===== src/rtl/sram_1rw_requester_if.sv =====
// Request/response streams and 1RW macro port bundle for sram_1rw_requester.
// master = the requester block, slave = its surroundings (pipeline, consumer, macro).
interface sram_1rw_requester_if #(
    parameter int ADDR_W = 8,
    parameter int DATA_W = 64
);
    logic              req_valid;
    logic              req_ready;
    logic              req_write;
    logic [ADDR_W-1:0] req_addr;
    logic [DATA_W-1:0] req_wdata;
    logic              resp_valid;
    logic              resp_ready;
    logic [DATA_W-1:0] resp_rdata;
    logic [ADDR_W-1:0] mem_addr;
    logic              mem_en;
    logic              mem_wmode;
    logic [DATA_W-1:0] mem_wdata;
    logic [DATA_W-1:0] mem_rdata;

    modport master (
        input  req_valid, req_write, req_addr, req_wdata, resp_ready, mem_rdata,
        output req_ready, resp_valid, resp_rdata, mem_addr, mem_en, mem_wmode, mem_wdata
    );

    modport slave (
        output req_valid, req_write, req_addr, req_wdata, resp_ready, mem_rdata,
        input  req_ready, resp_valid, resp_rdata, mem_addr, mem_en, mem_wmode, mem_wdata
    );
endinterface


===== src/rtl/sram_1rw_requester.sv =====
// Drives a 1RW SRAM macro from a valid/ready request stream and buffers read data in a
// credit-managed response FIFO. Define SRAM_1RW_REQ_BYPASS_EN for 1-cycle read latency.
module sram_1rw_requester #(
    parameter int ADDR_W     = 8,
    parameter int DATA_W     = 64,
    parameter int RESP_DEPTH = 4
) (
    input logic                  clock,
    input logic                  reset_n,
    sram_1rw_requester_if.master bus
);
    localparam int PTR_W = (RESP_DEPTH > 1) ? $clog2(RESP_DEPTH) : 1;
    localparam int CNT_W = $clog2(RESP_DEPTH + 1);
    localparam logic [PTR_W-1:0] PTR_LAST  = PTR_W'(RESP_DEPTH - 1);
    localparam logic [CNT_W:0]   DEPTH_EXT = (CNT_W + 1)'(RESP_DEPTH);

    if (RESP_DEPTH < 2) begin : g_bad_depth
        $error("sram_1rw_requester: RESP_DEPTH must be at least 2");
    end

    logic [DATA_W-1:0] fifo_mem [RESP_DEPTH];
    logic [PTR_W-1:0]  wr_ptr;
    logic [PTR_W-1:0]  rd_ptr;
    logic [CNT_W-1:0]  fifo_count;
    logic              rd_pend;

    logic fifo_empty;
    logic has_credit;
    logic req_fire;
    logic rd_accept;
    logic fifo_enq;
    logic fifo_deq;

    function automatic logic [PTR_W-1:0] ptr_inc(input logic [PTR_W-1:0] ptr);
        return (ptr == PTR_LAST) ? '0 : ptr + 1'b1;
    endfunction

    always_comb begin
        // NOTE: every signal gets a value before any conditional override, so no latch is inferred.
        fifo_empty = (fifo_count == '0);
        // A read needs a guaranteed FIFO slot: buffered entries plus the read still in the macro.
        has_credit = ({1'b0, fifo_count} + (CNT_W + 1)'(rd_pend)) < DEPTH_EXT;

        bus.req_ready = reset_n & (bus.req_write | has_credit);
        req_fire      = bus.req_valid & bus.req_ready;
        rd_accept     = req_fire & ~bus.req_write;

        bus.mem_en    = req_fire;
        bus.mem_wmode = bus.req_write;
        bus.mem_addr  = bus.req_addr;
        bus.mem_wdata = bus.req_wdata;

        bus.resp_valid = ~fifo_empty;
        bus.resp_rdata = fifo_mem[rd_ptr];
        fifo_enq       = rd_pend;
        fifo_deq       = ~fifo_empty & bus.resp_ready;
`ifdef SRAM_1RW_REQ_BYPASS_EN
        // Empty FIFO: present the macro data directly and only buffer it if not taken now.
        if (rd_pend && fifo_empty) begin
            bus.resp_valid = 1'b1;
            bus.resp_rdata = bus.mem_rdata;
            fifo_enq       = ~bus.resp_ready;
        end
`endif
    end

    always_ff @(posedge clock or negedge reset_n) begin
        if (!reset_n) begin
            wr_ptr     <= '0;
            rd_ptr     <= '0;
            fifo_count <= '0;
            rd_pend    <= 1'b0;
        end else begin
            // NOTE: state registers use non-blocking assignments so every flop samples pre-edge values.
            rd_pend <= rd_accept;
            if (fifo_enq) wr_ptr <= ptr_inc(wr_ptr);
            if (fifo_deq) rd_ptr <= ptr_inc(rd_ptr);
            case ({fifo_enq, fifo_deq})
                2'b10:   fifo_count <= fifo_count + 1'b1;
                2'b01:   fifo_count <= fifo_count - 1'b1;
                default: fifo_count <= fifo_count;
            endcase
        end
    end

    // NOTE: FIFO storage is not reset; an entry is only presented after it has been written.
    always_ff @(posedge clock) begin
        if (fifo_enq) fifo_mem[wr_ptr] <= bus.mem_rdata;
    end
endmodule


===== src/flat_wrapper.sv =====
// flat-port wrapper written by rule: the top's interface ports become plain ports
module sram_1rw_requester_flat 
#(
    parameter int ADDR_W     = 8,
    parameter int DATA_W     = 64,
    parameter int RESP_DEPTH = 4
)
  (clock, reset_n, bus_req_valid, bus_req_write, bus_req_addr, bus_req_wdata, bus_resp_ready, bus_mem_rdata, bus_req_ready, bus_resp_valid, bus_resp_rdata, bus_mem_addr, bus_mem_en, bus_mem_wmode, bus_mem_wdata);
  sram_1rw_requester_if #(.ADDR_W(ADDR_W), .DATA_W(DATA_W)) bus_i ();
  input logic clock;
  input logic reset_n;
  input wire logic [$bits(bus_i.req_valid)-1:0] bus_req_valid;
  input wire logic [$bits(bus_i.req_write)-1:0] bus_req_write;
  input wire logic [$bits(bus_i.req_addr)-1:0] bus_req_addr;
  input wire logic [$bits(bus_i.req_wdata)-1:0] bus_req_wdata;
  input wire logic [$bits(bus_i.resp_ready)-1:0] bus_resp_ready;
  input wire logic [$bits(bus_i.mem_rdata)-1:0] bus_mem_rdata;
  output wire logic [$bits(bus_i.req_ready)-1:0] bus_req_ready;
  output wire logic [$bits(bus_i.resp_valid)-1:0] bus_resp_valid;
  output wire logic [$bits(bus_i.resp_rdata)-1:0] bus_resp_rdata;
  output wire logic [$bits(bus_i.mem_addr)-1:0] bus_mem_addr;
  output wire logic [$bits(bus_i.mem_en)-1:0] bus_mem_en;
  output wire logic [$bits(bus_i.mem_wmode)-1:0] bus_mem_wmode;
  output wire logic [$bits(bus_i.mem_wdata)-1:0] bus_mem_wdata;
  assign bus_i.req_valid = bus_req_valid;
  assign bus_i.req_write = bus_req_write;
  assign bus_i.req_addr = bus_req_addr;
  assign bus_i.req_wdata = bus_req_wdata;
  assign bus_i.resp_ready = bus_resp_ready;
  assign bus_i.mem_rdata = bus_mem_rdata;
  assign bus_req_ready = bus_i.req_ready;
  assign bus_resp_valid = bus_i.resp_valid;
  assign bus_resp_rdata = bus_i.resp_rdata;
  assign bus_mem_addr = bus_i.mem_addr;
  assign bus_mem_en = bus_i.mem_en;
  assign bus_mem_wmode = bus_i.mem_wmode;
  assign bus_mem_wdata = bus_i.mem_wdata;
  sram_1rw_requester #(.ADDR_W(ADDR_W), .DATA_W(DATA_W), .RESP_DEPTH(RESP_DEPTH)) u_core (.clock(clock), .reset_n(reset_n), .bus(bus_i));
endmodule

===== config.mk =====
export PLATFORM = sky130hd
export DESIGN_NAME = sram_1rw_requester_flat
export DESIGN_NICKNAME = d
export VERILOG_FILES = /design/src/rtl/sram_1rw_requester_if.sv /design/src/rtl/sram_1rw_requester.sv /design/src/flat_wrapper.sv
export SDC_FILE = /design/constraint.sdc
export NUM_CORES = 1
export LEC_CHECK = 0
export BUFFER_PORTS_ARGS = -buffer_cell sky130_fd_sc_hd__buf_2
export CAP_MARGIN = 20
export CORE_ASPECT_RATIO = 0.8
export CORE_UTILIZATION = 55
export DETAILED_ROUTE_END_ITERATION = 6
export PLACE_DENSITY = 0.84
export SYNTH_ARGS = -nofsm -noshare
export SYNTH_HDL_FRONTEND = slang
export SYNTH_SLANG_ARGS = --single-unit
export TNS_END_PERCENT = 1

===== constraint.sdc =====
create_clock -name clock -period 4 [get_ports clock]
set_input_delay 0.8 -clock clock [delete_from_list [all_inputs] [get_ports clock]]
set_output_delay 0.8 -clock clock [all_outputs]
set_load 0.01 [all_outputs]

==> results_dict.tcl <==
set metrics [dict create \
    status "finished clean" \
    clk_pin_slew_ps 60 \
    yosysWarnings 0 \
    finalHoldViolations 0 \
    wl_mm 17.5 \
    diodes 0 \
    place.gp.congestion 0.744 \
    hp-class "in -> async" \
    grt_max_degree 65 \
    ys_types 21 \
    synthArstFlopShare 0.0303 \
    p_per_area_nw_per_um2 639 \
    clkLatencyLatePin_ps 510 \
    grt_use_met1 0.246 \
    rsz0062_at_grt "no" \
    drtPass1Iterations 4 \
    comb_power_share 0.240 \
    p_int_mw 5.35 \
    synth.top_cells.by_area "edfxtp_1 75%, mux4_2 14%, buf_4 5.5%" \
    gr-usage-met3 0.0456 \
    grt_pass1_vias 4701 \
    die_x_um 155 \
    core-area_sq_um 18200 \
    fp.dieH_um 124 \
    cts_buffer_depth 3 \
    wl_per_cell_um 21.9 \
    clock-sinks 264 \
    ys.flop_type "edfxtp_1" \
    cts_buffers 25 \
    synth_seq_area_share 0.769 \
    worstSetupStartpointType "register" \
    synthToLayoutAreaGrowth_pct 11.2 \
    ir_worst_vdd_uv 444 \
    grt_overflow_total 0 \
    drc 0 \
    ys_seq_elements 264 \
    grt_busiest_layer "met2" \
    synth_area_sq_um 10300 \
    post-route-util 0.626 \
    grt.met2_usage 0.305 \
    synth_edf_count 256 \
    switching_share 0.266 \
    htreeDepth 1 \
    vias 4482 \
    root_buffer "clkbuf_16" \
    p_switching_mw 1.94 \
    path_max_fanout 49 \
    cts_setup_buffers 0 \
    synth_top_area_share 0.750 \
    maxSlewViolCount 0 \
    synthCells 454 \
    row_count 44 \
    cts_tree "built" \
    p_clk_frac 0.302 \
    pin_count 281 \
    syn_avg_cell_area_sq_um 22.6 \
    relSlewSlack 0.338 \
    cp.required_ps 3200 \
    tns_ps 0 \
    synthTopCellsByCount "256 x edfxtp_1, 75 x buf_4, 64 x mux4_2, 8 x dfrtp_1, 7 x inv_1" \
    yosysMostFrequentCell "edfxtp_1" \
    grt_usage 0.185 \
    drtIter0Drc 234 \
    drive_gt1_frac 0.444 \
    hpwl_mm 10.3 \
    cts_resized 0 \
    fin_crit_ps 3190 \
    numPortBuffers 136 \
    start_util 0.563 \
    cts-hold-fix-buffers 0 \
    worst_slew_pin_slew_ps 993 \
    grt_antenna_before_repair 0 \
    period_share 0.797 \
    detail-route-antenna-nets 0 \
    critPathKind "reg -> out" \
    yosysTopAreaCell "edfxtp_1" \
    power.share.sequential 0.458 \
    cap_violations 0 \
    cp_data_arrival_time_ps 2390 \
    power.leakage_nw 3.88 \
    setup-violations-final 0 \
    max_clock_freq_mhz 314 \
    nNetsFinal 681 \
    clock-skew-final_ps 11.0 \
    syn_nets 602 \
    critPathCaptureType "output pin" \
    grt_pass1_wl_mm 26.2 \
    viasPerCell 5.59 \
    die-area_sq_um 19200 \
]
==> final timing paths <==
path                                      startpoint                    to  slack [ps]  cells past startpoint
worst min-delay path                         reset_n  u_core.fifo_count[0]         150                      1
worst min register to register  u_core.fifo_count[2]  u_core.fifo_count[2]         530                      1
min in group clock                     bus_req_write       u_core.fifo_enq         490                      2
worst max register to register  u_core.fifo_count[0]  u_core.fifo_count[1]        1910                      7
worst max-delay path                u_core.rd_ptr[0]    bus_resp_rdata[10]         810                      3
max in group asynchronous                    reset_n      u_core.rd_ptr[0]        3620                      1
==> area by class of cell <==
class | instances | area (sq um)
sequential | 264 | 7890
fill | 1232 | 6820
multi-input combinational | 96 | 1700
timing repair buffer | 139 | 716
clock buffer | 30 | 644
tap | 253 | 317
clock inverter | 13 | 113
inverter | 7 | 26.3
==> metal layers <==
layer | vias up | share of wire
li1 | 1916 | -
met2 | 187 | 0.48
met4 | 0 | 0.032
met1 | 2317 | 0.42
met5 | - | 0
met3 | 62 | 0.069
==> flip-flops by register name, indices dropped and copies added (netlist names) <==
register           flops
u_core.fifo_mem      256
u_core.wr_ptr          2
u_core.rd_ptr          2
u_core.fifo_count      3
u_core.fifo_enq        1
==> layout by cell type, fill, tap and decap left out, types with 2 or more instances in the layout <==
master	instances
clkinv_1	5
clkinv_2	5
edfxtp_1	256
clkbuf_16	25
ha_1	6
dfrtp_1	6
xor2_1	2
buf_4	2
bufinv_16	2
nor2_1	4
o21ai_0	3
or3_1	2
nand2_1	4
buf_2	136
mux2_2	2
and2_4	4
mux4_2	64
inv_1	7
clkbuf_1	5
==> critical path, cell delays in order (launching register included) <==
cell     delay (ps)
dfrtp_4         660
buf_12          380
mux4_2          600
buf_2           170
==> power by group through the flow <==
stage	logic [mW]	registers, mW	clock network, mW
2_1_floorplan	1.39	3.27	0
5_1_grt	1.89	3.36	2.34
4_1_cts	1.79	3.34	2.24
6_report	1.75	3.34	2.20
3_3_place_gp	1.74	3.39	0
3_5_place_dp	1.78	3.40	0
==> cell families after synthesis <==
logic type | count (synthesis) | synth area share
AOI/OAI and AO/OA | 4 | 0.00207
xor gates and xnor gates | 3 | 0.00256
muxes | 66 | 0.143
and+or+nand+nor | 16 | 0.00793
adders and majority gates | 7 | 0.00927
buffers and inverters | 94 | 0.0663
DFF | 264 | 0.769
==> per-stage QoR <==
| stage | hold WS [ps] | power (mW) | instance area (sq um) | worst slack [ps] | cells |
|---|---|---|---|---|---|
| CTS | 131 | 7.38 | 11400 | 753 | 802 |
| global placement | 473 | 5.13 | 10600 | 1300 | 759 |
| finish | 150 | 7.29 | 11400 | 811 | 802 |
| floorplan | 457 | 4.66 | 10300 | 1450 | 454 |
| detailed placement | 516 | 5.18 | 10600 | 1300 | 759 |
| global route | 144 | 7.60 | 11400 | 655 | 802 |
Note: power is estimated with default switching activity, not from simulation.
